<file path="src/rtl/free_list_if.sv">
// Rename-stage free list bus: allocation, release, retire and restore
// signals shared between the rename/retire logic and the free list.
interface free_list_if #(
  parameter int NUM_PREGS = 64,
  parameter int PR_W      = $clog2(NUM_PREGS),
  parameter int PTR_W     = PR_W + 1
);
  logic             alloc_req;
  logic             alloc_valid;
  logic [PR_W-1:0]  alloc_pr_idx;
  logic             retire_alloc;
  logic             free_enable;
  logic [PR_W-1:0]  free_pr_idx;
  logic             restore_enable;
  logic [PTR_W-1:0] free_count;
  logic             empty;
  logic             err;

  // Rename / retire side.
  modport master (
    output alloc_req, retire_alloc, free_enable, free_pr_idx, restore_enable,
    input  alloc_valid, alloc_pr_idx, free_count, empty, err
  );

  // Free list side.
  modport slave (
    input  alloc_req, retire_alloc, free_enable, free_pr_idx, restore_enable,
    output alloc_valid, alloc_pr_idx, free_count, empty, err
  );
endinterface

</file>
<file path="src/rtl/free_list.sv">
// Physical register free list: circular FIFO of free preg indices with a
// speculative head (allocation), a retired head (commit boundary) and a tail
// (released pregs). A mispredict restore snaps the speculative head back to
// the retired head, returning all speculative allocations in one cycle.
module free_list #(
  parameter int NUM_PREGS = 64,
  parameter int PR_W      = $clog2(NUM_PREGS),
  parameter int PTR_W     = PR_W + 1
) (
  input logic        clk,
  input logic        reset,
  free_list_if.slave fl
);

  logic [PR_W-1:0]  buf_r [NUM_PREGS];
  logic [PTR_W-1:0] spec_head_r;
  logic [PTR_W-1:0] ret_head_r;
  logic [PTR_W-1:0] tail_r;
  logic             err_r;

  logic [PTR_W-1:0] count_s;
  logic             full_s;
  logic             alloc_fire_s;
  logic             push_req_s;
  logic             push_fire_s;
  logic             retire_bad_s;
  logic [PTR_W-1:0] ret_head_next_s;
  logic [PTR_W-1:0] spec_head_next_s;
  logic [PTR_W-1:0] tail_next_s;
  logic             err_next_s;

  // Occupancy seen by rename, and physical fullness measured from the retired
  // head so that speculatively allocated entries are never overwritten.
  assign count_s = tail_r - spec_head_r;
  assign full_s  = ((tail_r - ret_head_r) == PTR_W'(NUM_PREGS));

  // Zero-latency read at the speculative head.
  assign fl.alloc_valid  = (count_s != {PTR_W{1'b0}});
  assign fl.alloc_pr_idx = buf_r[spec_head_r[PR_W-1:0]];
  assign fl.free_count   = count_s;
  assign fl.empty        = (count_s == {PTR_W{1'b0}});
  assign fl.err          = err_r;

  // Next-pointer and error computation; restore beats a same-cycle allocate
  // but still lands on the retired head including a same-cycle retire.
  always_comb begin
    alloc_fire_s     = 1'b0;
    push_req_s       = 1'b0;
    push_fire_s      = 1'b0;
    retire_bad_s     = 1'b0;
    ret_head_next_s  = ret_head_r;
    spec_head_next_s = spec_head_r;
    tail_next_s      = tail_r;
    err_next_s       = err_r;

    push_req_s  = fl.free_enable && (fl.free_pr_idx != {PR_W{1'b0}});
    push_fire_s = push_req_s && !full_s;

    if (push_fire_s) begin
      tail_next_s = tail_r + {{(PTR_W-1){1'b0}}, 1'b1};
    end else begin
      tail_next_s = tail_r;
    end

    if (fl.retire_alloc) begin
      if (ret_head_r == spec_head_r) begin
        retire_bad_s    = 1'b1;
        ret_head_next_s = ret_head_r;
      end else begin
        retire_bad_s    = 1'b0;
        ret_head_next_s = ret_head_r + {{(PTR_W-1){1'b0}}, 1'b1};
      end
    end else begin
      retire_bad_s    = 1'b0;
      ret_head_next_s = ret_head_r;
    end

    if (fl.restore_enable) begin
      alloc_fire_s     = 1'b0;
      spec_head_next_s = ret_head_next_s;
    end else if (fl.alloc_req && fl.alloc_valid) begin
      alloc_fire_s     = 1'b1;
      spec_head_next_s = spec_head_r + {{(PTR_W-1){1'b0}}, 1'b1};
    end else begin
      alloc_fire_s     = 1'b0;
      spec_head_next_s = spec_head_r;
    end

    if ((push_req_s && full_s) || retire_bad_s) begin
      err_next_s = 1'b1;
    end else begin
      err_next_s = err_r;
    end
  end

  // State update; reset reloads pregs 1..NUM_PREGS-1 and drops any request.
  always_ff @(posedge clk) begin
    if (reset) begin
      for (int i = 0; i < NUM_PREGS; i++) begin
        buf_r[i] <= (i < NUM_PREGS - 1) ? PR_W'(i + 1) : {PR_W{1'b0}};
      end
      spec_head_r <= {PTR_W{1'b0}};
      ret_head_r  <= {PTR_W{1'b0}};
      tail_r      <= PTR_W'(NUM_PREGS - 1);
      err_r       <= 1'b0;
    end else begin
      if (push_fire_s) begin
        buf_r[tail_r[PR_W-1:0]] <= fl.free_pr_idx;
      end
      spec_head_r <= spec_head_next_s;
      ret_head_r  <= ret_head_next_s;
      tail_r      <= tail_next_s;
      err_r       <= err_next_s;
    end
  end

`ifdef DEBUG_PRINT
  // Pointer trace once per cycle on the inactive clock edge.
  always @(negedge clk) begin
    $display("free_list: spec_head=%0d ret_head=%0d tail=%0d free_count=%0d",
             spec_head_r, ret_head_r, tail_r, count_s);
  end
`endif

endmodule

</file>
<file path="src/flat_wrapper.sv">
// flat-port wrapper written by rule: the top's interface ports become plain ports
module free_list_flat 
#(
  parameter int NUM_PREGS = 64,
  parameter int PR_W      = $clog2(NUM_PREGS),
  parameter int PTR_W     = PR_W + 1
)
  (clk, reset, fl_alloc_req, fl_retire_alloc, fl_free_enable, fl_free_pr_idx, fl_restore_enable, fl_alloc_valid, fl_alloc_pr_idx, fl_free_count, fl_empty, fl_err);
  free_list_if #(.NUM_PREGS(NUM_PREGS), .PR_W(PR_W), .PTR_W(PTR_W)) fl_i ();
  input logic clk;
  input logic reset;
  input wire logic [$bits(fl_i.alloc_req)-1:0] fl_alloc_req;
  input wire logic [$bits(fl_i.retire_alloc)-1:0] fl_retire_alloc;
  input wire logic [$bits(fl_i.free_enable)-1:0] fl_free_enable;
  input wire logic [$bits(fl_i.free_pr_idx)-1:0] fl_free_pr_idx;
  input wire logic [$bits(fl_i.restore_enable)-1:0] fl_restore_enable;
  output wire logic [$bits(fl_i.alloc_valid)-1:0] fl_alloc_valid;
  output wire logic [$bits(fl_i.alloc_pr_idx)-1:0] fl_alloc_pr_idx;
  output wire logic [$bits(fl_i.free_count)-1:0] fl_free_count;
  output wire logic [$bits(fl_i.empty)-1:0] fl_empty;
  output wire logic [$bits(fl_i.err)-1:0] fl_err;
  assign fl_i.alloc_req = fl_alloc_req;
  assign fl_i.retire_alloc = fl_retire_alloc;
  assign fl_i.free_enable = fl_free_enable;
  assign fl_i.free_pr_idx = fl_free_pr_idx;
  assign fl_i.restore_enable = fl_restore_enable;
  assign fl_alloc_valid = fl_i.alloc_valid;
  assign fl_alloc_pr_idx = fl_i.alloc_pr_idx;
  assign fl_free_count = fl_i.free_count;
  assign fl_empty = fl_i.empty;
  assign fl_err = fl_i.err;
  free_list #(.NUM_PREGS(NUM_PREGS), .PR_W(PR_W), .PTR_W(PTR_W)) u_core (.clk(clk), .reset(reset), .fl(fl_i));
endmodule
</file>
<file path="config.mk">
export PLATFORM = sky130hd
export DESIGN_NAME = free_list_flat
export DESIGN_NICKNAME = d
export VERILOG_FILES = /design/src/rtl/free_list_if.sv /design/src/rtl/free_list.sv /design/src/flat_wrapper.sv
export SDC_FILE = /design/constraint.sdc
export NUM_CORES = 1
export LEC_CHECK = 0
export BUFFER_PORTS_ARGS = -buffer_cell sky130_fd_sc_hd__buf_2
export CAP_MARGIN = 25
export CORE_MARGIN = 8
export CORE_UTILIZATION = 50
export DETAILED_ROUTE_END_ITERATION = 8
export GPL_ROUTABILITY_DRIVEN = 0
export GPL_TIMING_DRIVEN = 0
export PLACE_DENSITY_LB_ADDON = 0.1
export SYNTH_ARGS = -nofsm -noshare
export SYNTH_HDL_FRONTEND = slang
export SYNTH_SLANG_ARGS = --single-unit
export TNS_END_PERCENT = 100
</file>
<file path="constraint.sdc">
create_clock -name clk -period 2.9 [get_ports clk]
set_input_delay 0 -clock clk [delete_from_list [all_inputs] [get_ports clk]]
set_output_delay 0 -clock clk [all_outputs]
set_load 0.05 [all_outputs]
</file>
Word-level counts from Yosys, hierarchy flattened. Memory sizes are Yosys's and may differ from the RTL's. A register that Yosys moved wholly into a read port is not among the register bits. Cells that the tools add are included.

$add $sub $neg: 5. Multiply operators: 0. Div/mod/pow operators: 0. Order comparisons: 0. Equality and inequality tests: 2. Shift operators: 0. Muxes and demuxes: 16. Bitwise operators: 0. Reduce and logical (&&, ||, !) cells: 11.

Operator list (number): 7-bit two-way mux (4); 6-bit two-way mux (4); 7-bit by 1-bit adder with 7-bit output (second input constant) (3); 7-bit subtractor (2); 1-bit two-way mux (8); 7-bit == test (1); 7-bit == test (second input constant) (1); 7-bit zero test (1); 7-bit nonzero test (1); 6-bit nonzero test (1); 6-bit OR reduction (1); 1-bit logical AND (4); 2-bit nonzero test (1); 1-bit zero test (1); 1-bit logical OR (1).

Flip-flop bits (word level): 22. Latch bits: 0. Bits in writable memories: 384. Memory bits (read-only): 0. Input port bits: 12. Output and inout port bits: 16. Word-level logic and storage cells: 39. Memories: 1.

Memory list: u_core.buf_r (depth 64, width 6, read ports 1, clocked after Yosys merged registers in 1, write ports 64, line free_list.sv:15) `logic [PR_W-1:0] buf_r [NUM_PREGS];`.

Depth between registers and ports, before layout. Gate-level depths: netlist of run 1.

Word-level depth: 9. Gate-level depth with buffers: 12. Depth with buffers taken out: 11.

Worst setup path before layout of run 1. OpenSTA, ideal clock, no wires.

Path type: register -> register. From: register u_core.spec_head_r[3]. To: register (tool-made name). Library setup time: 0.097 ns. Arrival: 4.685 ns. Data required time: 2.803 ns. Slack: -1.882 ns. Stages on the path, launching flop included: 11. Path buffers: 1. Clock period less this slack: 4.782 ns. Cell sequence: dfxtp_1 clkbuf_1 inv_1 ha_1 o21ai_0 a21oi_1 o311ai_0 nor4_1 nand2_1 inv_1 a211oi_1.

RTL lines: start: declaration (line free_list.sv:16) `logic [PTR_W-1:0] spec_head_r;`; start signal: assignment (line free_list.sv:102) `spec_head_r <= {PTR_W{1'b0}};`; start signal: assignment (line free_list.sv:110) `spec_head_r <= spec_head_next_s;`.

==> key figures, run 1 <==
Timing
  – Tcrit/Tclk final: 102%
  – Maximum clock frequency: between 300 and 400 MHz
  – RSZ-0062 raised after global routing: true
  – Final count of hold timing violations: 0
  – Min Tclk post-route: 2.97 ns
  – Final worst slack: -0.0710 ns
  – Worst Clk Skew: 0.0255 ns
  – Rel. slew slack: 31.2%
  – Least-Margin Pin Slew: a little over 1 ns
  – Setup violators final: 7
  – Slew Limit Fails: 0

Final layout
  – Layout cells sized above 1: 29.1%
  – Synth-to-layout area growth: 21.0%
  – Layout Nets: 1573
  – Core Util, Final: around 61%

Setup path
  – Crit-path cells: buf_12 -> clkbuf_16 -> buf_16 -> mux4_2 -> mux4_2 -> o22ai_4 -> nor2_4 -> buf_8
  – CP most frequent cell: mux4_2
  – R2R depth: 5
  – Critical Path Slowest Stage Cell: mux4_2
  – Setup CP Type: register to output port
  – Top delay family on crit path: multiplexers
  – Crit-path max FO: 8
  – Crit. End Element: output port
  – WP depth: 8
  – WP buf/inv: 4
  – Worst EP arrival: 2.97 ns
  – CP startpoint kind: register
  – Slowest stage delay, CP: 0.55 ns
  – Worst path required time: between 2 and 3 ns

Synthesis
  – Number of synthesized register bits: 412
  – Post-Syn Area per Cell: 13.5 um2
  – EDFF count, synth: about 380
  – Post-synth top flop: edfxtp_1
  – Syn nets: 1447
  – Synth top area share: 60.0%
  – Area leader, netlist: edfxtp_1
  – Post-Synthesis Cells: roughly 1400
  – Most frequent cell after synthesis: edfxtp_1
  – Synth warn: 0
  – Post-synth cell types: 65
  – Asr flop ratio synth: 0%
  – Synth cell count leaders: edfxtp_1, nor2_1, nand2_1
  – Synth top area cells: edfxtp_1, mux4_2, nor2_1
  – Sequential area share after synthesis: a little over three fifths
  – Synthesized cell area: 19200 um2

Pwr
  – Worst vdd ir: 431 uV
  – Leak pwr: 7.14 nW
  – Power per cell area: slightly below 700 nW/um2

Global route
  – Initial antenna violation count: 4
  – Largest net degree at the start of global routing: 20
  – Grt total ovfl: 0
  – First-pass GRT wire length: about 95000 um
  – Total GRT Usage: between 30% and 40%
  – Vias in the first global route: 13400

Outcome
  – Failing checks: negative setup slack
  – Outcome: finished with violations

Clocking
  – CTS tree: yes
  – Clock Latency Late Sink: 0.59 ns
  – Clock Path Buffers: 3
  – TritonCTS Sinks: 412
  – Num CTS Buffers: 44
  – CTS Root Cell: clkbuf_16
  – Clock slew at reported path FFs: 0.06 ns
  – # H-tree levels: 2

Min path
  – Hold crit path type: input port to register
  – Hold Crit Depth: 5

Route
  – DR iter-0 viols: between 1500 and 2000
  – # DRC: 0
  – DRT Wirelength: 67500 um
  – Remaining antenna violation count after routing: 0
  – Via count: 13500
  – Per-cell routed wire length: 32.2 um
  – Vias per inst: 6.42
  – Drt pass-1 iters: 6

Floorplan
  – Initial core utilization: 50.2%
  – Die area: 45000 um2
  – Die height: 212 um
  – Die outline width: 212 um
  – # rows: 72
  – IO Pins: 28
  – Core area: 38300 um2

Placement
  – IO Port Bufs: 21
  – HPWL after detailed placement: between 40000 and 50000 um
  – Pre-CTS setup slack: -1.05 ns

Run
  – Max-cap violations: 0
## cells in the final DEF (no fill, tap or decap), types with 7 or more instances in the layout
cell type      netlist  routed
nor2_1             261     239
buf_4                6      36
nand2_2              1      11
dfxtp_1             28      16
o21ai_4              0      12
o21ai_2              0      10
a21oi_1             18      15
o22ai_2              0       7
a21o_1              40      37
nand3_1              9       9
nor2_2               0      19
clkbuf_16            0      53
mux4_2             120     120
nand2_4              0       7
buf_12               0       9
inv_1               25      19
nand2_1            246     229
clkinv_1             0       8
nand2b_1             9       9
clkbuf_2             1      11
clkinv_2             0       7
buf_2               21      21
clkbuf_1            57      42
o21ai_0             31       8
dlygate4sd3_1        1       8
xnor2_1             14      13
buf_6                2      29
ha_1                15      12
clkbuf_8             9      14
edfxtp_1           384     384
## power by group
part           internal [mW]  switching, mW  total (mW)
sequential              6.63          0.110        6.74
combinational           1.27           1.99        3.26
clock                   3.30           2.42        5.72
## path summary, 6_finish.rpt
path | from | to | slack [ns]
setup / recovery | register | fl_alloc_pr_idx[0] | -0.07
hold / removal | fl_restore_enable | u_core.spec_head_r[6]$_SDFFE_PP0N_ | 0.04
setup reg to reg | u_core.tail_r[2]$_SDFFE_PP1P_ | u_core.buf_r[62][2]$_SDFFCE_PN1P_ | 0
hold reg to reg | u_core.fl.err$_SDFFE_PP0P_ | u_core.fl.err$_SDFFE_PP0P_ | 0.57
## layout make-up
class,count,area (um2)
Antenna cell,2,5.00
Buffer,90,800
Clock buffer,57,1170
Clock inverter,23,241
Fill cell,2979,15000
Inverter,25,103
Multi-Input combinational cell,881,7160
Sequential cell,412,12100
Tap cell,518,648
Timing Repair Buffer,91,1000
## flip-flops by register name (all words and copies together), names as in the netlist, named ones only
| signal | count |
|---|---|
| u_core.tail_r | 7 |
| u_core.spec_head_r | 7 |
| u_core.buf_r | 384 |
| u_core.fl.err | 1 |
| u_core.ret_head_r | 7 |
## per-stage QoR
| step | hold WS [ns] | std cells | area [um2] | power [mW] | setup TNS (ns) |
|---|---|---|---|---|---|
| after floorplan | 0.241 | 1419 | 19300 | 8.39 | -1.32 |
| after global placement | 0.466 | 1958 | 20100 | 9.30 | -343.19 |
| after detailed placement | 0.459 | 1979 | 20300 | 9.40 | -333.23 |
| after CTS | 0.0252 | 2087 | 22800 | 15.4 | -0.555 |
| after global routing | 0.0513 | 2097 | 23200 | 16.0 | -0.909 |
| final | 0.0367 | 2099 | 23200 | 15.7 | -0.355 |
## worst register-to-register path, delay by kind of cell (launching register included)
kind | cells | cell delay (ns)
flip-flops | 1 | 0.45
buffers and inverters | 2 | 1.06
AND/OR/NAND/NOR | 3 | 1.11
## cells by family (layout without fill, tap and decap cells)
family | Yosys count | after routing | share of synthesized area (%)
adder cells (fa/ha/maj) | 16 | 16 | 1.08
multiplexers | 123 | 123 | 14.2
AO/OA/AOI/OAI | 137 | 137 | 4.98
other | 0 | 2 | 0
flip-flops | 412 | 412 | 62.9
AND/OR/NAND/NOR | 585 | 585 | 12.6
XOR/XNOR | 20 | 20 | 0.911
buffers and inverters | 126 | 286 | 3.33
## per-layer routing
metal  vias up  global-route usage (%)  routed length [um]  share of wire, %
met3       193                    7.83                9360                14
met1      6778                    40.9               24400                36
li1       5496                       -                   -                 -
met4         2                    13.9                3600               5.3
met5         -                       0                  17             0.025
met2      1009                    45.3               30100                45
## repair_timing
| action | CTS | global route |
|---|---|---|
| endpoints found under the hold margin | 81 | 0 |
| pin swaps | 12 | 14 |
| gates resized for setup | 228 | 61 |
| gates cloned | 1 | 5 |
| hold buffers | 7 | 0 |
| setup endpoints to repair | 761 | 511 |
| buffers inserted | 28 | 7 |
Power figures use the tool's default switching activity.
==> run 2, diff against run 1 <==
--- a/config.mk
+++ b/config.mk
@@ -9,9 +9,11 @@
 export CAP_MARGIN = 25
 export CORE_MARGIN = 8
 export CORE_UTILIZATION = 50
+export CTS_BUF_LIST = sky130_fd_sc_hd__clkbuf_4 sky130_fd_sc_hd__clkbuf_8
 export DETAILED_ROUTE_END_ITERATION = 8
 export GPL_ROUTABILITY_DRIVEN = 0
 export GPL_TIMING_DRIVEN = 0
+export MAX_ROUTING_LAYER = met4
 export PLACE_DENSITY_LB_ADDON = 0.1
 export SYNTH_ARGS = -nofsm -noshare
 export SYNTH_HDL_FRONTEND = slang
==> run 2 against run 1 <==
The run still ends with negative setup slack left. Maximum frequency down 0.78%. Clock skew up 0.0035 ns. Sequential cell count unchanged. Critical endpoint is now fl_alloc_pr_idx[3].
==> key figures, run 2 (same netlist as run 1, synthesis figures left out) <==
Setup path
  – Worst EP arrival: 2.99 ns
  – CP startpoint kind: register
  – Critical R2R Launch: u_core.ret_head_r[3]$_SDFF_PP0_
  – Crit-path max FO: 8
  – R2R depth: 10
  – Reg2reg setup slack: 0 ns
  – Worst path required time: 2.90 ns
  – Setup CP Type: register to output port
  – Crit. End Element: output port
  – Reg2reg end: u_core.buf_r[50][2]$_SDFFCE_PN0P_

Clocking
  – Clock Latency Late Sink: 0.62 ns
  – Clock Path Buffers: 3
  – # H-tree levels: 3
  – TritonCTS Sinks: 412
  – CTS tree: yes
  – CTS Root Cell: clkbuf_8
  – Num CTS Buffers: 71
  – Clock slew at reported path FFs: 0.04 ns

Timing
  – Maximum clock frequency: between 300 and 400 MHz
  – Min Tclk post-route: 2.99 ns
  – RSZ-0062 raised after global routing: true
  – Worst Clk Skew: 0.0289 ns
  – Least-Margin Pin Slew: 1.01 ns
  – Final worst slack: -0.0943 ns
  – Rel. slew slack: 32.5%
  – Slew Limit Fails: 0
  – Final count of hold timing violations: 0
  – Setup violators final: 7
  – Hold WS: 0.0919 ns
  – Tcrit/Tclk final: 103%

Outcome
  – Failing checks: negative setup slack
  – Outcome: finished with violations

Global route
  – Vias in the first global route: 13500
  – Grt total ovfl: 0
  – First-pass GRT wire length: 95700 um
  – Total GRT Usage: 31.2%
  – Initial antenna violation count: 1
  – Largest net degree at the start of global routing: 20

Run
  – Max-cap violations: 0

Pwr
  – Worst vdd ir: 377 uV
  – Overall power: 15.2 mW
  – Leak pwr: 7.08 nW
  – Power per cell area: 658 nW/um2

Floorplan
  – Die height: 212 um
  – Die outline width: 212 um
  – Die area: ~45000 um2
  – Core area: 38300 um2
  – Initial core utilization: roughly 50%
  – IO Pins: 28
  – # rows: 72

Final layout
  – Commonest non-fill, non-tap cells in the layout: edfxtp_1, nor2_1, nand2_1, mux4_2, clkbuf_8
  – Layout Nets: around 1600
  – Synth-to-layout area growth: 20.3%
  – Filler cell count: 3010
  – Layout cells sized above 1: 32.5%
  – Post-route cell area: 23100 um2
  – Commonest non-fill, non-tap cell in the layout: edfxtp_1
  – Max FFs per register: 384
  – Largest register by flop count: u_core.buf_r

Route
  – # DRC: 0
  – Remaining antenna violation count after routing: 0
  – Via count: between 10000 and 15000
  – Per-cell routed wire length: approximately 32 um
  – Vias per inst: 6.45
  – DR iter-0 viols: 1965
  – Drt pass-1 iters: 6
  – DRT Wirelength: 67300 um

Min path
  – Hold Crit Depth: 4
  – Hold crit path type: input port to register
  – Hold Path Origin: reset
  – Worst hold endpoint: u_core.spec_head_r[0]$_SDFFE_PP0N_

Placement
  – Pre-CTS setup slack: -1.05 ns
  – Placed inst area: 20300 um2
  – IO Port Bufs: 21
  – HPWL after detailed placement: 46000 um
run 2: changes by cell type in the layout (fill, tap and decap cells not counted), moves of 4 or more:
cell	previous run	this run
clkbuf_1	42	30
nor2_4	3	9
a21o_2	3	17
clkinv_2	7	3
clkbuf_8	14	89
buf_4	36	42
nor2_1	239	235
a21o_1	37	23
clkbuf_4	1	27
dfxtp_2	6	12
clkbuf_16	53	2
run 2: worst max-delay path: stages (launching register included):
cell and delay, ns:
dfxtp_4 0.41, buf_12 0.14, clkbuf_16 0.14, buf_12 0.14, mux4_2 0.55, mux4_2 0.52, o22ai_4 0.22, nor2_2 0.09
buf_6 0.16
run 2: layer usage:
metal	vias to the layer above	GRT usage, %	wire length (um)
met5	-	-	0
met4	0	13.0	3350
li1	5549	-	-
met1	6999	41.5	25200
met2	1035	46.0	30400
met3	184	7.49	8370
run 2: repair_timing:
| action | in CTS | in global routing |
|---|---|---|
| resized for setup | 239 | 65 |
| pin swaps | 17 | 7 |
| hold buffers | 9 | 0 |
| gates cloned | 3 | 0 |
| setup endpoints to repair | 763 | 499 |
| hold endpoints to repair | 130 | 0 |
| buffers inserted | 30 | 4 |
run 2: worst max-delay path by stage:
stage                                               start  cells past startpoint                                 to
after floorplan           u_core.ret_head_r[2]$_SDFF_PP0_                      9  u_core.buf_r[41][0]$_SDFFCE_PN0P_
after global placement      u_core.tail_r[1]$_SDFFE_PP1P_                      7  u_core.buf_r[41][5]$_SDFFCE_PN1P_
after detailed placement    u_core.tail_r[1]$_SDFFE_PP1P_                      7  u_core.buf_r[53][5]$_SDFFCE_PN1P_
after CTS                                        register                      8                 fl_alloc_pr_idx[0]
after global routing                             register                      8                 fl_alloc_pr_idx[0]
final                                            register                      8                 fl_alloc_pr_idx[3]
run 2: metrics by stage:
step | setup TNS [ns] | instances | utilization, %
6_report | -0.479 | 2135 | 60.4
4_1_cts | -0.559 | 2133 | 59.9
3_3_place_gp | -343.19 | 1958 | 52.4
2_1_floorplan | -1.32 | 1419 | -
5_1_grt | -1.39 | 2135 | 60.4
3_5_place_dp | -333.23 | 1979 | 53.1
run 2: layout make-up:
cell class / instances / area, um2 / share of cell area, %
Antenna cell: 1 / 2.50 / 0.0108
Clock buffer: 101 / 1220 / 5.28
Sequential cell: 412 / 12100 / 52.4
Inverter: 25 / 97.6 / 0.422
Tap cell: 518 / 648 / 2.80
Buffer: 88 / 761 / 3.29
Clock inverter: 19 / 140 / 0.606
Multi-Input combinational cell: 881 / 7210 / 31.2
Timing Repair Buffer: 90 / 928 / 4.01
run 2: report_power, final:
part,switching [mW],internal (mW),leakage (nW)
Clock,2.38,2.87,0.718
Combinational,1.98,1.24,2.84
Sequential,0.111,6.63,3.52
Total,4.47,10.7,7.08
